$ cat src/rtl/sparse_sched_pkg.sv
// Shared types and constants for the sparse x dense multiply dispatch scheduler.
package sparse_sched_pkg;

  // Sequencer states: one FETCH/LATCH/DISPATCH/WAIT pass per sparse entry.
  typedef enum logic [2:0] {
    ST_IDLE,
    ST_FETCH,
    ST_LATCH,
    ST_DISPATCH,
    ST_WAIT,
    ST_FINISH
  } state_e;

  // Bit positions of the two shift fields inside a sparse memory word.
  localparam int HIGH_MSB = 31;
  localparam int HIGH_LSB = 16;
  localparam int LOW_MSB  = 15;
  localparam int LOW_LSB  = 0;

  localparam int SHIFT_W  = 16;
  localparam int WEIGHT_W = 7;

  localparam int DEF_POLY_BITS  = 17669;
  localparam int DEF_MAX_WEIGHT = 50;

  // Unsigned 16-bit range check; limit must stay below 2^16.
  function automatic logic shift_out_of_range(input logic [SHIFT_W-1:0] shift,
                                              input int                 limit);
    return shift >= SHIFT_W'(limit);
  endfunction

endpackage

$ cat src/rtl/sparse_entry_decoder.sv
// Combinational decode of one sparse entry: field split, range checks and
// dummy classification.
module sparse_entry_decoder
  import sparse_sched_pkg::*;
#(
  parameter int WORD_WIDTH = 32,
  parameter int ADDR_WIDTH = 10,
  parameter int POLY_BITS  = DEF_POLY_BITS
) (
  input  logic [WORD_WIDTH-1:0] word_i,
  input  logic [ADDR_WIDTH-1:0] idx_i,
  input  logic [ADDR_WIDTH:0]   weight_i,
  output logic [SHIFT_W-1:0]    high_o,
  output logic [SHIFT_W-1:0]    low_o,
  output logic                  dummy_o,
  output logic                  range_err_o
);

  logic past_weight;
  logic high_bad;
  logic low_bad;

  // Split the word and classify it; only real entries can raise a range error.
  always_comb begin
    high_o      = word_i[HIGH_MSB:HIGH_LSB];
    low_o       = word_i[LOW_MSB:LOW_LSB];
    past_weight = {1'b0, idx_i} >= weight_i;
    high_bad    = shift_out_of_range(high_o, POLY_BITS);
    low_bad     = shift_out_of_range(low_o, POLY_BITS);
    dummy_o     = past_weight | high_bad | low_bad;
    range_err_o = ~past_weight & (high_bad | low_bad);
  end

endmodule

$ cat src/rtl/sparse_dispatch_scheduler.sv
// Top-level sequencer: walks all MAX_WEIGHT sparse entries in constant time and
// hands each (high, low) shift pair to the multiply engine via start/done.
module sparse_dispatch_scheduler
  import sparse_sched_pkg::*;
#(
  parameter int WORD_WIDTH = 32,
  parameter int ADDR_WIDTH = 10,
  parameter int MAX_WEIGHT = DEF_MAX_WEIGHT,
  parameter int POLY_BITS  = DEF_POLY_BITS
) (
  input  logic                  clk,
  input  logic                  rst,
  input  logic                  start,
  input  logic [WEIGHT_W-1:0]   weight,
  output logic [ADDR_WIDTH-1:0] sparse_mem_addr_o,
  input  logic [WORD_WIDTH-1:0] sparse_mem_data_i,
  output logic                  eng_start_o,
  output logic [SHIFT_W-1:0]    eng_high_shift_o,
  output logic [SHIFT_W-1:0]    eng_low_shift_o,
  output logic                  eng_dummy_o,
  input  logic                  eng_done_i,
  output logic [ADDR_WIDTH-1:0] entry_idx_o,
  output logic                  busy_o,
  output logic                  done_o,
  output logic                  err_o
);

  // weight_q must be able to hold MAX_WEIGHT itself, which may equal 2^ADDR_WIDTH.
  localparam int                    WQ_W         = ADDR_WIDTH + 1;
  localparam logic [ADDR_WIDTH-1:0] LAST_IDX     = ADDR_WIDTH'(MAX_WEIGHT - 1);
  localparam logic [WQ_W-1:0]       MAX_WEIGHT_Q = WQ_W'(MAX_WEIGHT);

  state_e                state_q;
  logic [ADDR_WIDTH-1:0] idx_q;
  logic [ADDR_WIDTH-1:0] idx_d;
  logic [WQ_W-1:0]       weight_q;
  logic [WQ_W-1:0]       weight_d;
  logic                  weight_over;
  logic                  eng_start_q;
  logic [SHIFT_W-1:0]    high_q;
  logic [SHIFT_W-1:0]    low_q;
  logic                  dummy_q;
  logic                  busy_q;
  logic                  done_q;
  logic                  err_q;

  logic [SHIFT_W-1:0]    dec_high;
  logic [SHIFT_W-1:0]    dec_low;
  logic                  dec_dummy;
  logic                  dec_range_err;

  sparse_entry_decoder #(
    .WORD_WIDTH (WORD_WIDTH),
    .ADDR_WIDTH (ADDR_WIDTH),
    .POLY_BITS  (POLY_BITS)
  ) u_decoder (
    .word_i      (sparse_mem_data_i),
    .idx_i       (idx_q),
    .weight_i    (weight_q),
    .high_o      (dec_high),
    .low_o       (dec_low),
    .dummy_o     (dec_dummy),
    .range_err_o (dec_range_err)
  );

  // Clamp the requested weight to MAX_WEIGHT and compute the next entry index.
  always_comb begin
    weight_over = 32'(weight) > 32'(MAX_WEIGHT);
    weight_d    = weight_over ? MAX_WEIGHT_Q : WQ_W'(weight);
    idx_d       = idx_q + ADDR_WIDTH'(1);
  end

  // Sequencer FSM with all outputs registered; every entry costs the same time.
  always_ff @(posedge clk) begin
    if (rst) begin
      state_q     <= ST_IDLE;
      idx_q       <= '0;
      weight_q    <= '0;
      eng_start_q <= 1'b0;
      high_q      <= '0;
      low_q       <= '0;
      dummy_q     <= 1'b0;
      busy_q      <= 1'b0;
      done_q      <= 1'b0;
      err_q       <= 1'b0;
    end else begin
      case (state_q)
        ST_IDLE: begin
          if (start) begin
            idx_q    <= '0;
            weight_q <= weight_d;
            err_q    <= weight_over;
            busy_q   <= 1'b1;
            state_q  <= ST_FETCH;
          end
        end
        ST_FETCH: begin
          // Address is driven from idx_q; data arrives next cycle.
          state_q <= ST_LATCH;
        end
        ST_LATCH: begin
          high_q      <= dec_high;
          low_q       <= dec_low;
          dummy_q     <= dec_dummy;
          err_q       <= err_q | dec_range_err;
          eng_start_q <= 1'b1;
          state_q     <= ST_DISPATCH;
        end
        ST_DISPATCH: begin
          // A done seen here belongs to nobody and is dropped.
          eng_start_q <= 1'b0;
          state_q     <= ST_WAIT;
        end
        ST_WAIT: begin
          if (eng_done_i) begin
            if (idx_q == LAST_IDX) begin
              done_q  <= 1'b1;
              state_q <= ST_FINISH;
            end else begin
              idx_q   <= idx_d;
              state_q <= ST_FETCH;
            end
          end
        end
        ST_FINISH: begin
          done_q  <= 1'b0;
          busy_q  <= 1'b0;
          state_q <= ST_IDLE;
        end
        default: begin
          state_q <= ST_IDLE;
        end
      endcase
    end
  end

  assign sparse_mem_addr_o = idx_q;
  assign entry_idx_o       = idx_q;
  assign eng_start_o       = eng_start_q;
  assign eng_high_shift_o  = high_q;
  assign eng_low_shift_o   = low_q;
  assign eng_dummy_o       = dummy_q;
  assign busy_o            = busy_q;
  assign done_o            = done_q;
  assign err_o             = err_q;

endmodule
$ cat config.mk
export PLATFORM = sky130hd
export DESIGN_NAME = sparse_dispatch_scheduler
export DESIGN_NICKNAME = d
export VERILOG_FILES = /design/src/rtl/sparse_sched_pkg.sv /design/src/rtl/sparse_entry_decoder.sv /design/src/rtl/sparse_dispatch_scheduler.sv
export SDC_FILE = /design/constraint.sdc
export NUM_CORES = 1
export LEC_CHECK = 0
export ABC_AREA = 1
export CORE_MARGIN = 10
export CORE_UTILIZATION = 40
export DETAILED_ROUTE_END_ITERATION = 10
export PLACE_DENSITY = 0.72
export SLEW_MARGIN = 20
export SYNTH_ARGS = -nofsm -noshare
export SYNTH_HDL_FRONTEND = slang
export SYNTH_SLANG_ARGS = --single-unit
$ cat constraint.sdc
create_clock -name clk -period 3.8 [get_ports clk]
set_input_delay 0.38 -clock clk [delete_from_list [all_inputs] [get_ports clk]]
set_output_delay 0.38 -clock clk [all_outputs]
set_load 0.005 [all_outputs]
== Word level (Yosys, flattened, before mapping) ==
Cells that the tools add are included.
Cells by class
  add/subtract/negate cells: 1
  $mul: 0
  div/mod/pow operators: 0
  magnitude comparators: 4
  equality and inequality tests: 10
  shifts and indexed selects: 0
  mux-type cells: 17
  bitwise gates (word level): 6
  reduce and logical (&&, ||, !) cells: 12
Operator list (number)
  $ge 16x15->1 const B: 2
  $mux 10: 3
  $pmux 10 s2: 1
  $pmux 3 s5: 1
  $ge 10x11->1: 1
  $add 10x1->10 const B: 1
  $eq 10x6->1 const B: 1
  $reduce_bool 2->1: 5
  $mux 3: 3
  $ne 2x2->1 const B: 4
  $pmux 1 s2: 4
  $reduce_and 2->1: 4
  $gt 7x6->1 const B: 1
  $mux 7: 1
  $eq 3x2->1 const B: 2
  $eq 3x3->1 const B: 2
  $mux 1: 4
  $or 1x1->1: 4
  $reduce_and 4->1: 1
  $eq 3x1->1 const B: 1
  $logic_not 3->1: 1
  $reduce_and 3->1: 1
  $and 1x1->1: 1
  $not 1->1: 1
Word-level totals
  bits in registers: 61
  bits in latches: 0
  memory bits (writable): 0
  ROM bits: 0
  input bits: 43
  output and inout port bits: 57
  logic and storage cells: 60
  memories kept: 0

== Depth between registers and ports, before layout ==
Gate-level depths: netlist of the first run.
  word-level depth: 5
  mapped depth: 12
  depth with buffers taken out: 12

== By module ==
A second synthesis of the first run with hierarchy kept.
Second synthesis, totals
  cell total of the unflattened synthesis: 483
  area total of the unflattened synthesis: 3400.8 um^2
By module, submodules not included
  sparse_dispatch_scheduler: instances 1, cells an instance 345, area each 2632.5 um^2, seq. area each 1141.1 um^2
  sparse_entry_decoder: instances 1, cells an instance 138, area each 768.2 um^2, seq. area each 0.0 um^2

== Least setup slack after synthesis of the first run ==
No wires, ideal clock.
  path type: reg-to-reg
  start: register idx_q[0], in the netlist entry_idx_o[0]
  end: register idx_q[6], in the netlist entry_idx_o[6]
  library setup time: 132 ps
  arrival: 1312 ps
  data required time: 3668 ps
  setup slack: 2356 ps
  cell stages (with the launch flop): 8
  path buffers: 0
  period minus slack after synthesis: 1444 ps
  path through: dfxtp_1 > ha_1 > nand2_1 > nor2_1 > nand2_1 > xor2_1 > nand4_1 > a21oi_1
Between the ends
  longest elaborated chain between the ends: 4
  elaborated cells on any way between the ends: 7
  those cells by class: 1 x add/sub; 2 x eq/ne; 3 x mux; 1 x reduce/logical
RTL lines
  start: declaration: line sparse_dispatch_scheduler.sv:34  | logic [ADDR_WIDTH-1:0] idx_q;
  start signal: assignment: line sparse_dispatch_scheduler.sv:120  | idx_q <= idx_d;
  $add 10x1->10: line sparse_dispatch_scheduler.sv:70  | idx_d = idx_q + ADDR_WIDTH'(1);
  $mux 10: line sparse_dispatch_scheduler.sv:116  | if (idx_q == LAST_IDX) begin
  $mux 10: line sparse_dispatch_scheduler.sv:115  | if (eng_done_i) begin
  $pmux 10 s2: line sparse_dispatch_scheduler.sv:87  | case (state_q)
Several ways; a longest one is shown, not always the timed one. The select of a mux whose other input is x is not followed.
A chain may end at the register's enable or synchronous reset.

==> results of run 1 <==
## final cells by class
cell class,instances,area (µm²)
Fill cell,632,2800
Multi-Input combinational cell,282,1420
Sequential cell,57,1140
Timing Repair Buffer,100,998
Clock buffer,13,169
Inverter,43,161
Tap cell,96,120
Clock inverter,2,60.1
## through the flow
stage | instances | total power, W | hold slack, ns | utilization, %
floorplan | 405 | 0.000887 | 0.433 | -
global placement | 578 | 0.00107 | 0.445 | 56.0
detailed placement | 578 | 0.00108 | 0.461 | 56.0
CTS | 593 | 0.00173 | 0.472 | 59.3
global route | 593 | 0.00181 | 0.490 | 59.3
finish | 593 | 0.00172 | 0.468 | 59.3
## flip-flops by register name, summed over array words and instances, names as in the netlist
name              flops
weight_q              7
state_q               3
done_o                1
eng_high_shift_o     16
eng_start_o           1
err_o                 1
entry_idx_o          10
eng_low_shift_o      16
busy_o                1
eng_dummy_o           1
## final timing paths
check,slack [ns],to
max reg2reg,1.75,err_o
max,1.58,eng_high_shift_o[3]
min reg2reg,0.47,weight_q[6]
min,0.47,weight_q[6]
## logic make-up (layout without fill, tap and decap cells)
group	count (synthesis)	after routing	share of synthesized area (%)
buffers and inverters	66	158	10.7
AND/OR/NAND/NOR	203	203	31.9
XOR/XNOR	3	3	0.915
adder cells (fa/ha/maj)	9	9	3.92
AO/OA/AOI/OAI	67	67	12.8
flip-flops	57	57	39.7
## per-layer routing
layer / track usage (%) / up-vias / share of wire (%)
li1: - / 1465 / -
met1: 16.0 / 1269 / 41
met2: 23.8 / 97 / 45
met3: 9.64 / 8 / 12
met4: 4.61 / 0 / 1.2
met5: 0 / - / 0
## critical path: cells and delay by family
| family | cells | cell delay, ns |
|---|---|---|
| AOI/OAI and AO/OA | 1 | 0.27 |
| buffers and inverters | 2 | 1.67 |
| and+or+nand+nor | 1 | 0.15 |
## placed cells by master, fill, tap and decap left out, types with 3 or more instances in the layout
cell	instances
a21oi_1	20
clkbuf_8	12
clkdlybuf4s50_1	99
dfxtp_1	57
ha_1	9
inv_1	38
inv_2	5
nand2_1	62
nand2_4	3
nand3_1	15
nand3b_1	3
nand4_1	8
nor2_1	93
nor2_2	3
nor2_4	3
nor3_1	10
o21ai_0	32
o21ai_1	8
## power by group through the flow
stage               Combinational, W  Sequential [W]  Clock, W
finish                      0.000374        0.000692  0.000650
global route                0.000418        0.000699  0.000693
CTS                         0.000379        0.000692  0.000664
detailed placement          0.000375        0.000702         0
global placement            0.000369        0.000701         0
floorplan                   0.000183        0.000704         0
==> metrics.txt, run 1 <==
RSZ-0062 raised after global routing=false; clock transition at the registers of the reported paths=0.07 ns; 1st-iter DRT viols=96; CP max-delay cell=inv_1; worst hold start=weight_q[6]; CTS tree=done; First-pass DRT Iterations=6; LEAKAGE=1.71 nW; final hold violation count=0; initial antenna violation count=0; total CTS buffers=9; DP HPWL=6.26 mm; Clock Skew=between 0.01 and 0.015 ns; Clock power frac=between 30% and 40%; Port-buffer cells=99; Unique masters post-synth=32; Finished Cell Area=4070 µm²; die width=105 µm; Syn-to-layout area delta=41.8%; minimum clock period=2.22 ns; post-CTS sizing=0; largest net degree at the start of global routing=41; Placed Instance Area=3840 µm²; WHS Path Cells=2; Clock Tree Root=clkbuf_8; Vias/cell=~4.8; gr ovfl total=0; crit-path cells=clkdlybuf4s50_1, inv_1, o21ai_0, nor2_1; Startpoint Class=primary input; vias in the first global route=2910; commonest cells in the synthesized netlist=nor2_1 (93), nand2_1 (62), dfxtp_1 (57); Post-Syn Area=2870 µm²; Die H=105 µm; Required @ worst endpoint=4.06 ns; number of I/O pins=100; crit path from=rst; Wirelength per Cell=around 14 µm; final worst-path cycle share=about three fifths; Sequential Power Share=about two fifths; cell type with the highest aggregate area in the netlist=dfxtp_1; reg-to-reg startpoint=state_q[1]; crit end category=register; detailed-route via count=approximately 2800; Sw Share=about a quarter; Post-synth EDFFs=0; FF+latch count, synth=57; H-tree levels=3; Critical Path Fanout Max=40; Synth Warn #=0; critical path data arrival time=approximately 2.5 ns; worst skew pair latency=between 0.3 and 0.4 ns; worst min-delay path category=reg2reg; Inserted Diodes=0; row count=30; Post CTS Setup Buffer Count=0; global-route wire length before repair=13.8 mm; final setup fails=0; count leader, synth=nor2_1; syn nets=457; drt drc=0; Final Max Slew Viols=0; routability congestion estimate=0.831; Psw=0.000453 W; Comb pwr share=21.8%; Synth area leaders=dfxtp_1 (40%), nor2_1 (12%), nand2_1 (8.1%), o21ai_0 (5.6%), inv_1 (5.0%); Seq/Total Area, Yosys=a little under 40%; Synth top area share=between 30% and 40%; ys async rst share=0%; Die ar.=11000 µm²; Reg2Reg Depth=8; gr usage total=15.0%; outcome=finished, final reports clean; VDD IR max=0.322 mV; Int Pwr=approximately 0.0013 W; hold-fix buffers at CTS=0; Final nets=545; final setup margin=1.58 ns; antenna viol nets, final=0; detailed-route wire length=8.27 mm; Starting Density=a little over two fifths; dominant synthesized flop cell=dfxtp_1; post-synthesis cell count=405; pre-CTS WS=1.22 ns; Slew HR=between 20% and 30%; Clock Tree Buf Depth=2; Synth Area per Inst=7.09 µm²; core area=6870 µm²; max-cap viol count=0; worst-margin pin slew=~1.1 ns; CTS Sinks=57; Max Fclk=450 MHz; setup tns final=0 ns; critical path type=in2reg; PwrDens=421 nW/µm²; layout cell share with drive strength beyond 1=under 10%; CP max stage delay=0.94 ns
Note: power is estimated with default switching activity, not from simulation.
==> run 2: changes to the inputs <==
- clock period: 3.8 -> 2.1 ns (I/O delays scaled with it)
==> metrics.txt, run 2 (synthesis results as in run 1) <==
worst min-delay path category=in2reg (was reg2reg); commonest non-fill, non-tap cell in the layout=clkdlybuf4s50_1 (unchanged); CTS tree=done (unchanged); VDD IR max=0.528 mV (was 0.322 mV); GR met2 Demand/Resource=23.8% (unchanged); LEAKAGE=1.73 nW (was 1.71 nW); Final nets=550 (was 545); largest net degree at the start of global routing=34 (was 41); global-route wire length before repair=13.6 mm (was 13.8 mm); PwrDens=750 nW/µm² (was 421 nW/µm²); Critical Path Fanout Max=11 (was 40); crit end category=register (unchanged); critical path depth=7 (was 4); Required @ worst endpoint=2.37 ns (was 4.06 ns); max-cap viol count=0 (unchanged); Non-Filler Instances=599 (was 593); outcome=finished, final reports clean (unchanged); Slew HR=69.0% (was 29.4%); gr usage total=14.8% (was 15.0%); worst-margin pin slew=0.465 ns (was 1.06 ns); First-pass DRT Iterations=4 (was 6); die width=105 µm (unchanged); final worst-path cycle share=between 70 and 80%; clock transition at the registers of the reported paths=0.06 ns (was 0.07 ns); WHS Path Cells=3 (was 2); 1st-iter DRT viols=111 (was 96); Starting Density=41.8% (unchanged); Vias/cell=4.86 (was 4.79); antenna viol nets, final=0 (unchanged); GRT Max-Usage Layer=met2 (unchanged); RSZ-0062 raised after global routing=false (unchanged); FILL cells=643 (was 632); detailed-route via count=2912 (was 2839); hold-fix buffers at CTS=0 (unchanged); worst path bufs/invs=0 (was 2); routability congestion estimate=0.878 (was 0.831); worst skew pair latency=0.34 ns (was 0.33 ns); layout cell share with drive strength beyond 1=8.15% (was 7.04%); DP HPWL=6.26 mm (about the same); Reg2Reg Depth=7 (was 8); post-CTS sizing=0 (unchanged); met1 Track Usage GR=15.1% (was 16.0%); core area=6870 µm² (unchanged); Wirelength per Cell=13.9 µm (about the same); H-tree levels=3 (unchanged); Die ar.=11000 µm² (unchanged); crit-path cells=ha_1, nand2_1, nor2_1, nand2_1, xor2_1, nand4_1, a21oi_1 (was clkdlybuf4s50_1, inv_1, o21ai_0, nor2_1); initial antenna violation count=0 (unchanged); final setup margin=0.434 ns (was 1.58 ns); Die H=105 µm (unchanged); multi-input logic area=1420 µm² (unchanged); final hold violation count=0 (unchanged); row count=30 (unchanged); vias in the first global route=2897 (was 2910); Inserted Diodes=0 (unchanged); setup tns final=0 ns (unchanged); critical path data arrival time=1.93 ns (was 2.49 ns); Clock Skew=0.00818 ns (was 0.0114 ns); drt drc=0 (unchanged); delay-heaviest family, CP=simple AND/OR/NAND/NOR gates (was buffers and inverters); pre-CTS WS=0.418 ns (was 1.22 ns); CP max stage delay=0.52 ns (was 0.94 ns); cell mode on critical path=nand2_1; detailed-route wire length=8.35 mm (was 8.27 mm); minimum clock period=approximately 1.7 ns; CP max-delay cell=dfxtp_1 (was inv_1); Syn-to-layout area delta=43.2% (was 41.8%); number of I/O pins=100 (unchanged); Post CTS Setup Buffer Count=0 (unchanged); gr ovfl total=0 (unchanged); Clock Tree Buf Depth=2 (unchanged); total CTS buffers=9 (unchanged); Startpoint Class=register (was primary input); CTS Sinks=57 (unchanged); Seq. cell area=1140 µm² (unchanged); dpl cells=583 (was 578); Clock Tree Root=clkbuf_8 (unchanged); met3 Usage GRT=10.4% (was 9.64%); Port-buffer cells=99 (unchanged); Max Fclk=600 MHz; commonest cells after routing, fill and taps aside=clkdlybuf4s50_1 (99), nor2_1 (93), nand2_1 (62) (unchanged); Final Max Slew Viols=0 (unchanged); final setup fails=0 (unchanged); critical path type=reg2reg (was in2reg)
-- run 2: cell types whose count changed in the layout (fill, tap and decap cells not counted), sizes merged --
cell    change
clkbuf      -2
buf         +5
clkinv      +3
-- run 2: area by class of cell --
class / instances / area share, %
Inverter: 43 / 3.92
Timing Repair Buffer: 105 / 25.5
Sequential cell: 57 / 27.7
Multi-Input combinational cell: 282 / 34.6
Clock buffer: 11 / 3.44
Clock inverter: 5 / 1.92
Tap cell: 96 / 2.92
-- run 2: report_power, final --
group          internal [W]  total [W]  switching [W]
combinational      0.000350   0.000683       0.000333
sequential          0.00119    0.00125      0.0000649
clock              0.000699    0.00115       0.000454
-- run 2: worst paths after layout --
path	endpoint	start	slack, ns
hold / removal	eng_low_shift_o[11]	sparse_mem_data_i[11]	0.46
setup reg to reg	entry_idx_o[6]	entry_idx_o[0]	0.43
hold reg to reg	weight_q[2]	weight_q[2]	0.46
setup / recovery	entry_idx_o[6]	entry_idx_o[0]	0.43
-- run 2: worst register-to-register path, delay by kind of cell, from the launching register on --
kind | cells | cell delay [ns]
xor+xnor | 1 | 0.16
flops | 1 | 0.52
simple gates | 4 | 0.55
compound gates | 1 | 0.13
fa+ha+maj | 1 | 0.24
-- run 2: layer usage --
| metal | share of wire, % | up-vias |
|---|---|---|
| met5 | 0 | - |
| met4 | 1.2 | 0 |
| met3 | 14 | 9 |
| met2 | 45 | 101 |
| met1 | 39 | 1328 |
| li1 | - | 1474 |
-- run 2: per-stage QoR --
stage               utilization [%]  hold slack [ns]  instance area [µm²]  power, W
CTS                            59.9            0.450                 4120   0.00311
global route                   59.9            0.472                 4120   0.00325
floorplan                         -            0.341                 2870   0.00160
finish                         59.9            0.458                 4120   0.00309
detailed placement             56.7            0.450                 3890   0.00196
global placement               56.7            0.452                 3890   0.00195
